File: src/rtl/serial_tx_reg.sv
// Parallel-in, serial-out transmitter feeding a downstream shift-register chain.
// A word captured on Load is presented one bit per cycle with a shift-enable
// strobe; the downstream register samples Shift_Out on the same clock edge.
module serial_tx_reg #(
  parameter int unsigned WIDTH     = 8,
  parameter bit          MSB_FIRST = 1'b0
) (
  input  logic             Clk,
  input  logic             Reset,
  input  logic             Load,
  input  logic [WIDTH-1:0] D,
  input  logic             Fill_In,
  input  logic             Hold,
  output logic             Shift_Out,
  output logic             Shift_En_Out,
  output logic             Busy,
  output logic             Done,
  output logic [WIDTH-1:0] Data_Out
);

  localparam int unsigned CNT_W = $clog2(WIDTH + 1);

  typedef enum logic [1:0] {
    S_IDLE  = 2'd0,
    S_SHIFT = 2'd1,
    S_DONE  = 2'd2
  } state_t;

  state_t             r_state;
  state_t             w_state_nxt;
  logic [WIDTH-1:0]   r_q;
  logic [WIDTH-1:0]   w_q_nxt;
  logic [WIDTH-1:0]   w_q_shifted;
  logic [CNT_W-1:0]   r_cnt;
  logic [CNT_W-1:0]   w_cnt_nxt;

  // Register contents after consuming one bit, with Fill_In entering the vacated end
  always_comb begin
    if (MSB_FIRST) begin
      w_q_shifted = {r_q[WIDTH-2:0], Fill_In};
    end else begin
      w_q_shifted = {Fill_In, r_q[WIDTH-1:1]};
    end
  end

  // State, shift register and bit counter update; Reset has priority over everything
  always_ff @(posedge Clk) begin
    if (Reset) begin
      r_state <= S_IDLE;
      r_q     <= '0;
      r_cnt   <= '0;
    end else begin
      r_state <= w_state_nxt;
      r_q     <= w_q_nxt;
      r_cnt   <= w_cnt_nxt;
    end
  end

  // Next-state logic: load from IDLE/DONE, shift unless held, one-cycle DONE
  always_comb begin
    w_state_nxt = r_state;
    w_q_nxt     = r_q;
    w_cnt_nxt   = r_cnt;
    case (r_state)
      S_IDLE: begin
        if (Load) begin
          w_q_nxt     = D;
          w_cnt_nxt   = CNT_W'(WIDTH);
          w_state_nxt = S_SHIFT;
        end
      end
      S_SHIFT: begin
        // Load is deliberately ignored while a transfer is in flight
        if (!Hold && (r_cnt != '0)) begin
          w_q_nxt   = w_q_shifted;
          w_cnt_nxt = r_cnt - CNT_W'(1);
          if (r_cnt == CNT_W'(1)) begin
            w_state_nxt = S_DONE;
          end
        end
      end
      S_DONE: begin
        // A Load here starts the next word with no idle gap
        if (Load) begin
          w_q_nxt     = D;
          w_cnt_nxt   = CNT_W'(WIDTH);
          w_state_nxt = S_SHIFT;
        end else begin
          w_state_nxt = S_IDLE;
        end
      end
      default: begin
        w_state_nxt = S_IDLE;
      end
    endcase
  end

  // Output decode from state, register contents and Hold
  always_comb begin
    Shift_Out    = MSB_FIRST ? r_q[WIDTH-1] : r_q[0];
    Busy         = (r_state == S_SHIFT);
    Shift_En_Out = (r_state == S_SHIFT) && !Hold;
    Done         = (r_state == S_DONE);
    Data_Out     = r_q;
  end

endmodule
File: config.mk
export PLATFORM = sky130hd
export DESIGN_NAME = serial_tx_reg
export DESIGN_NICKNAME = d
export VERILOG_FILES = /design/src/rtl/serial_tx_reg.sv
export SDC_FILE = /design/constraint.sdc
export NUM_CORES = 1
export LEC_CHECK = 0
export ABC_AREA = 1
export CAP_MARGIN = 20
export CORE_MARGIN = 5
export CORE_UTILIZATION = 48
export CTS_CLUSTER_SIZE = 40
export DETAILED_ROUTE_END_ITERATION = 12
export PLACE_DENSITY = 0.81
export SYNTH_ARGS = -nofsm -noshare
export SYNTH_HDL_FRONTEND = slang
export SYNTH_SLANG_ARGS = --single-unit
File: constraint.sdc
create_clock -name Clk -period 3.7 [get_ports Clk]
set_input_delay 0.74 -clock Clk [delete_from_list [all_inputs] [get_ports Clk]]
set_output_delay 0.74 -clock Clk [all_outputs]
set_load 0.02 [all_outputs]
* Word-level counts from Yosys, hierarchy flattened
Index checks and enable logic that the tools add are counted.
Widths: inputs -> output; s select.
** Storage, ports and cells
- Register bits :: 14
- Input bits :: 13
- Output and inout port bits :: 12
** Operators by class
- $add $sub $neg :: 1
- Equality and inequality tests :: 7
- Muxes and demuxes :: 11
- Reductions and logical operators :: 9
** Operators by type and width (number)
- $mux 8 :: 2
- $pmux 8 s2 :: 1
- $mux 4 :: 2
- $pmux 4 s2 :: 1
- $mux 2 :: 3
- $ne 2x1->1 const B :: 3
- $pmux 2 s3 :: 1
- $reduce_and 3->1 :: 2
- $eq 4x1->1 const B :: 1
- $reduce_bool 4->1 :: 1
- $sub 4x1->4 const B :: 1
- $eq 2x1->1 const B :: 1
- $eq 2x2->1 const B :: 1
- $logic_and 1x1->1 :: 2
- $logic_not 2->1 :: 1
- $ne 2x2->1 const B :: 1
- $reduce_bool 2->1 :: 1
- $reduce_or 2->1 :: 1
- $logic_not 1->1 :: 1
- $mux 1 :: 1

* Depth between registers and ports, before layout
Gate-level depths: netlist of the first run.
- Depth in word-level cells :: 4
- Gate-level depth with buffers :: 8
- Depth with buffers taken out :: 8

* Least setup slack after synthesis of the first run
No wires, ideal clock.
- Kind :: input -> output
- Start point :: input port Hold
- End point :: output port Shift_En_Out
- Arrival :: 0.920 ns
- Data required time :: 2.960 ns
- Slack :: 2.040 ns
- Stages on the path :: 1
- Path buffers :: 0
- Cells stage by stage :: nor2_4
** Between the ends
- Word-level cells in the longest chain between the ends :: 2
** Ends and longest elaborated chain
- start: declaration :: line 13 : input logic Hold,
- $logic_not 1->1 :: line 102 : Shift_En_Out = (r_state == S_SHIFT) && !Hold;
- $logic_and 1x1->1 :: line 102
- end: declaration :: line 15 : output logic Shift_En_Out,
No other way between the ends.

* Worst setup path after layout of the first run
Same ends and word-level chain as after synthesis.

==> results.yml, run 1 <==
outcome:
  status: "completed"
grt:
  track_usage_pct: 13.52
  grt_pass1_wl_um: 2787
  first_global_vias: 671
  grt.overflow.total: 0
  busiest_layer: "met2"
  grt_max_degree: 20
  use_met2_pct: 24.15
  antenna_found_initial: 0
  use_met3_pct: 3.790
  grt_util_met1_pct: 15.10
worst_setup_path:
  crit_arrival_ps: 1970
  critical_path.cell_chain: "clkdlybuf4s50_1 > nor2_4 > clkdlybuf4s50_1"
  cp.required_ps: 2960
  slowest_delay_ps: 620
  r2r_slack_ps: 2140
  path_class: "in -> out"
  critical-path-slowest-cell: "clkdlybuf4s50_1"
  cp-start-kind: "input port"
  critPathMaxFanout: 2
  cpMostUsedCell: "clkdlybuf4s50_1"
  end_kind: "output port"
power_and_ir_drop:
  seq_power_share_pct: 42.2
  p_leak_nw: 0.4713
  internal_power_mw: 0.2966
  ir_worst_vdd_uv: 207.3
  power.total_mw: 0.4435
  p_switching_mw: 0.1469
  power.density_nw_per_um2: 411.2
  switching_share_pct: 33.13
  p_clk_share_pct: 25.5
  p_comb_share_pct: 32.3
sta:
  skew_ps: 0.6211
  finalHoldViolCount: 0
  tightest_slew_ps: 647.1
  setup_violations: 0
  min_period_ps: 2712
  slew_viol_final: 0
  postLayoutSetupSlackWorst_ps: 987.6
  fmax_mhz: 368.7
  post-route-period-util_pct: 73.31
  relSlewSlack_pct: 56.80
  rsz0062_at_grt: "no"
  setup_tns_ps: 0
yosys:
  netlist_instances: 103
  yosysUniqueCellTypes: 23
  synth-compound-area-share_pct: 2.888
  syn_area_sq_um: 823.3
  muxShareOfSynthArea_pct: 9.726
  ys_ff_latch: 14
  avgSynthCellArea_sq_um: 7.993
  synth_top_family_by_area: "simple AND/OR/NAND/NOR gates"
  yosysWarnings: 0
  ys_seq_area_share_pct: 34.04
  synth_area_leaders: "dfxtp_1 34%, nand2_1 11%, mux2i_1 9.7%"
  synthXorXnorAreaFrac_pct: 1.064
  synth_area_leader_cell: "dfxtp_1"
  netlist.area_leader.share_pct: 34.04
  synthAdderAreaFrac_pct: 4.559
  synth_nets: 119
  synth-simple-area-share_pct: 37.69
floorplanning:
  rows: 15
  die_area_sq_um: 2644
  die_y_um: 51.42
  coreArea_sq_um: 1670
  io_pins: 25
  start_util_pct: 49.29
  die_w_um: 51.42
drt:
  drtAntennaViolNets: 0
  viasPerCell: 4.903
  num_vias: 706
  drtIter0Drc: 8
  drc: 0
  first_pass_iters: 3
  drt_wl_total_um: 1543
  routedWlPerCell_um: 10.72
clocking:
  cts_made_buffers: 3
  cts-resized-gates: 0
  cts_sinks: 14
  holdBufCountCts: 0
  clkTransAtPathRegs_ps: 90
  insertion_delay_ps: 290
  cts_tree: "built"
  htreeDepth: 1
  root_buffer: "clkbuf_4"
  post-cts-setup-buffers: 0
  clockBufferDepth: 2
layout:
  syn2layout_area_growth_pct: 31.00
  drive_gt1_share_pct: 17.32
  stdcell_area_sq_um: 1079
  n_antenna_cell: 0
  nets: 144
worst_hold_path:
  hold_path_class: "reg -> reg"
placed_design:
  dp_worst_setup_slack_ps: 981.7
  hpwlAfterDp_um: 1209
  place_congestion: 0.7680
  port_buffers: 24
  place_area_sq_um: 1042
run:
  max_cap_viol_count: 0
## flip-flops by register name, summed over array words and instances (netlist names)
signal / flops
r_state: 2
Data_Out: 8
r_cnt: 4
## worst max-delay path: cells and delay by family
family                 cells  cell delay, ps
buffers and inverters      2            1080
AND/OR/NAND/NOR            1             150
## power by group through the flow
stage / Combinational [mW] / Clock (mW) / Sequential [mW]
2_1_floorplan: 0.0954 / 0 / 0.196
3_3_place_gp: 0.142 / 0 / 0.190
3_5_place_dp: 0.145 / 0 / 0.191
4_1_cts: 0.145 / 0.117 / 0.187
5_1_grt: 0.157 / 0.125 / 0.190
6_report: 0.143 / 0.113 / 0.187
## stage by stage
stage          util, %  hold slack [ps]  cells
3_5_place_dp     62.40            459.3    140
4_1_cts          64.57            474.4    144
5_1_grt          64.57            505.8    144
2_1_floorplan        -            439.7    103
3_3_place_gp     62.40            450.0    140
6_report         64.57            471.7    144
## cells by family after synthesis
logic type               Yosys count
buffers and inverters             14
XOR/XNOR                           1
adder cells (fa/ha/maj)            3
flip-flops                        14
AND/OR/NAND/NOR                   59
AO/OA/AOI/OAI                      4
multiplexers                       8
## cell type report
cell class / count / area [sq um]
fillers: 139 / 591.8
clock buffers: 4 / 36.28
repair buffers: 24 / 240.2
well taps: 17 / 21.27
inverters: 10 / 40.04
flip-flops and latches: 14 / 280.3
multi-input cells: 75 / 460.4
## Yosys cell counts
master     n
buf_4      1
nand2_1   24
buf_6      1
nand2_8    2
ha_1       3
dfxtp_1   14
nor2_1    12
mux2i_1    8
buf_12     1
nand4_1    2
nand3_1    4
a21oi_2    1
inv_4      1
a21oi_1    2
nand2_4    1
xnor2_1    1
nor2_2    10
clkbuf_1   1
nor3_1     1
o21ai_0    1
inv_1      9
nor2_4     1
nand2_2    2
## routing by layer
metal / part of all wire, % / up-vias
met3: 5.0 / 2
met2: 50 / 15
met1: 44 / 315
met4: 0.78 / 0
li1: - / 374
met5: 0 / -
## cell usage in the layout, fill, tap and decap left out
cell              n
inv_4             1
dfxtp_1          14
nand2_2           2
nand2_1          24
nand2_8           2
a21oi_1           2
clkdlybuf4s50_1  24
nand4_1           2
nor2_4            1
clkbuf_8          1
inv_1             9
a21oi_2           1
o21ai_0           1
nor2_1           12
mux2i_1           8
nor2_2           10
ha_1              3
nand2_4           1
nor3_1            1
nand3_1           4
clkbuf_4          3
xnor2_1           1
## path summary, 6_finish.rpt
path | startpoint | to | cells after the start
setup / recovery | Hold | Shift_En_Out | 3
hold reg to reg | r_cnt[0] | r_cnt[0] | 1
setup reg to reg | r_state[0] | Data_Out[1] | 7
hold / removal | r_cnt[0] | r_cnt[0] | 1
(Power assumes the default switching activity.)
==> run 2, diff against run 1 <==
- CORE_UTILIZATION: 48 -> 41
- PLACE_DENSITY: 0.81 -> 0.73
- clock period: 3.7 -> 2.2 ns (I/O delays scaled with it)
==> run 2 against run 1 <==
Net effect: non-clock buffer count grew 1; clock skew up 2.3 ps; via count decreased by 3.3%; sequential share of layout area decreased by 0.15 points; worst hold slack got worse by 3.3 ps; wire length increased by 7.0%; critical endpoint unchanged; power up 59%.
==> results.yml, run 2 (same netlist as run 1, synthesis figures left out) <==
worst_setup_path:
  cpMostUsedCell: "clkdlybuf4s50_1"
  critical-path-slowest-cell: "clkdlybuf4s50_1"
  critical_path.cell_chain: "clkdlybuf4s50_1 > nor2_4 > clkdlybuf4s50_1"
  critPathMaxFanout: 2
  r2r_slack_ps: 890
  crit_arrival_ps: 1680
  path_class: "in -> out"
  cp.required_ps: 1760
  critical-path-top-delay-family: "buffers and inverters"
  slowest_delay_ps: 620
  end_kind: "output port"
  path_buf_inv: 2
  cp-start-kind: "input port"
sta:
  skew_ps: 2.908
  setup_tns_ps: 0
  relSlewSlack_pct: 76.24
  tightest_slew_ps: 356.0
  hold_slack_ps: 468.4
  rsz0062_at_grt: "no"
  setup_violations: 0
  slew_viol_final: 0
  fmax_mhz: 471.8
  post-route-period-util_pct: 96.34
  min_period_ps: 2119
  finalHoldViolCount: 0
drt:
  drtAntennaViolNets: 0
  first_pass_iters: 4
  drt_wl_total_um: 1651
  viasPerCell: 4.435
  drtIter0Drc: 7
  drc: 0
  num_vias: 683
  routedWlPerCell_um: 10.72
grt:
  track_usage_pct: 13.02
  grt_max_degree: 20
  grt.overflow.total: 0
  antenna_found_initial: 0
  grt_pass1_wl_um: 2822
  first_global_vias: 669
floorplanning:
  die_area_sq_um: 3004
  die_w_um: 54.81
  coreArea_sq_um: 1942
  rows: 16
  die_y_um: 54.81
  io_pins: 25
  start_util_pct: 42.40
clocking:
  root_buffer: "clkbuf_4"
  cts_sinks: 14
  post-cts-setup-buffers: 0
  htreeDepth: 1
  cts_made_buffers: 3
  clockBufferDepth: 2
  cts-resized-gates: 0
  holdBufCountCts: 0
  insertion_delay_ps: 280
  cts_tree: "built"
  clkTransAtPathRegs_ps: 80
power_and_ir_drop:
  p_clk_share_pct: 20.3
  p_switching_mw: 0.2406
  switching_share_pct: 34.15
  p_comb_share_pct: 36.1
  power.density_nw_per_um2: 649.3
  internal_power_mw: 0.4638
  ir_worst_vdd_uv: 439.8
  p_leak_nw: 0.4692
  seq_power_share_pct: 43.5
placed_design:
  place_congestion: 0.7242
  hpwlAfterDp_um: 1252
  dp.cells: 151
  port_buffers: 24
layout:
  final_cell_mix: "24 x nand2_1, 24 x clkdlybuf4s50_1, 14 x dfxtp_1"
  n_antenna_cell: 0
  largest_reg_flops: 8
  drive_gt1_share_pct: 17.32
  postLayoutCoreUtil_pct: 55.86
  regArea_sq_um: 280.3
  syn2layout_area_growth_pct: 31.76
  multiInputGateArea_sq_um: 460.4
  n_fill_cell: 193
  nets: 145
  fin_cells: 154
run:
  max_cap_viol_count: 0
outcome:
  status: "completed"
worst_hold_path:
  hold_path_class: "reg -> reg"
run 2: routing by layer:
layer  wire [um]  GRT usage [%]
met4          12          2.490
met5           0              0
met1         740          16.23
met3          80          4.087
met2         818          21.85
run 2: final timing paths:
path / depth (start not counted) / startpoint / endpoint
hold reg to reg: 1 / r_cnt[0] / r_cnt[0]
hold / removal: 1 / r_cnt[0] / r_cnt[0]
setup / recovery: 3 / Hold / Shift_En_Out
setup reg to reg: 8 / r_cnt[0] / Data_Out[2]
run 2: power groups by stage:
stage | registers (mW) | clock network, mW | logic (mW)
6_report | 0.307 | 0.143 | 0.254
3_5_place_dp | 0.313 | 0 | 0.257
2_1_floorplan | 0.330 | 0 | 0.160
5_1_grt | 0.312 | 0.159 | 0.284
3_3_place_gp | 0.312 | 0 | 0.252
4_1_cts | 0.307 | 0.148 | 0.258
run 2: worst register-to-register path: stages, from the launching register on:
cell,delay (ps)
dfxtp_1,370
inv_1,110
ha_1,220
nand2_2,90
nand2_4,90
nand2_8,160
nand2_1,80
nand2_1,50
nor2_1,40
run 2: layout make-up:
class,count,share of cell area [%]
Inverter,10,3.691
Timing Repair Buffer,25,22.84
Multi-Input combinational cell,75,42.45
Sequential cell,14,25.84
Tap cell,27,3.114
Clock buffer,3,2.076
run 2: through the flow:
step	power (mW)	setup WS, ps	cell area, sq um
global route	0.7547	52.70	1085
finish	0.7043	80.55	1085
global placement	0.5635	98.04	1062
detailed placement	0.5696	72.73	1062
floorplan	0.4902	883.9	823.3
CTS	0.7124	72.72	1085
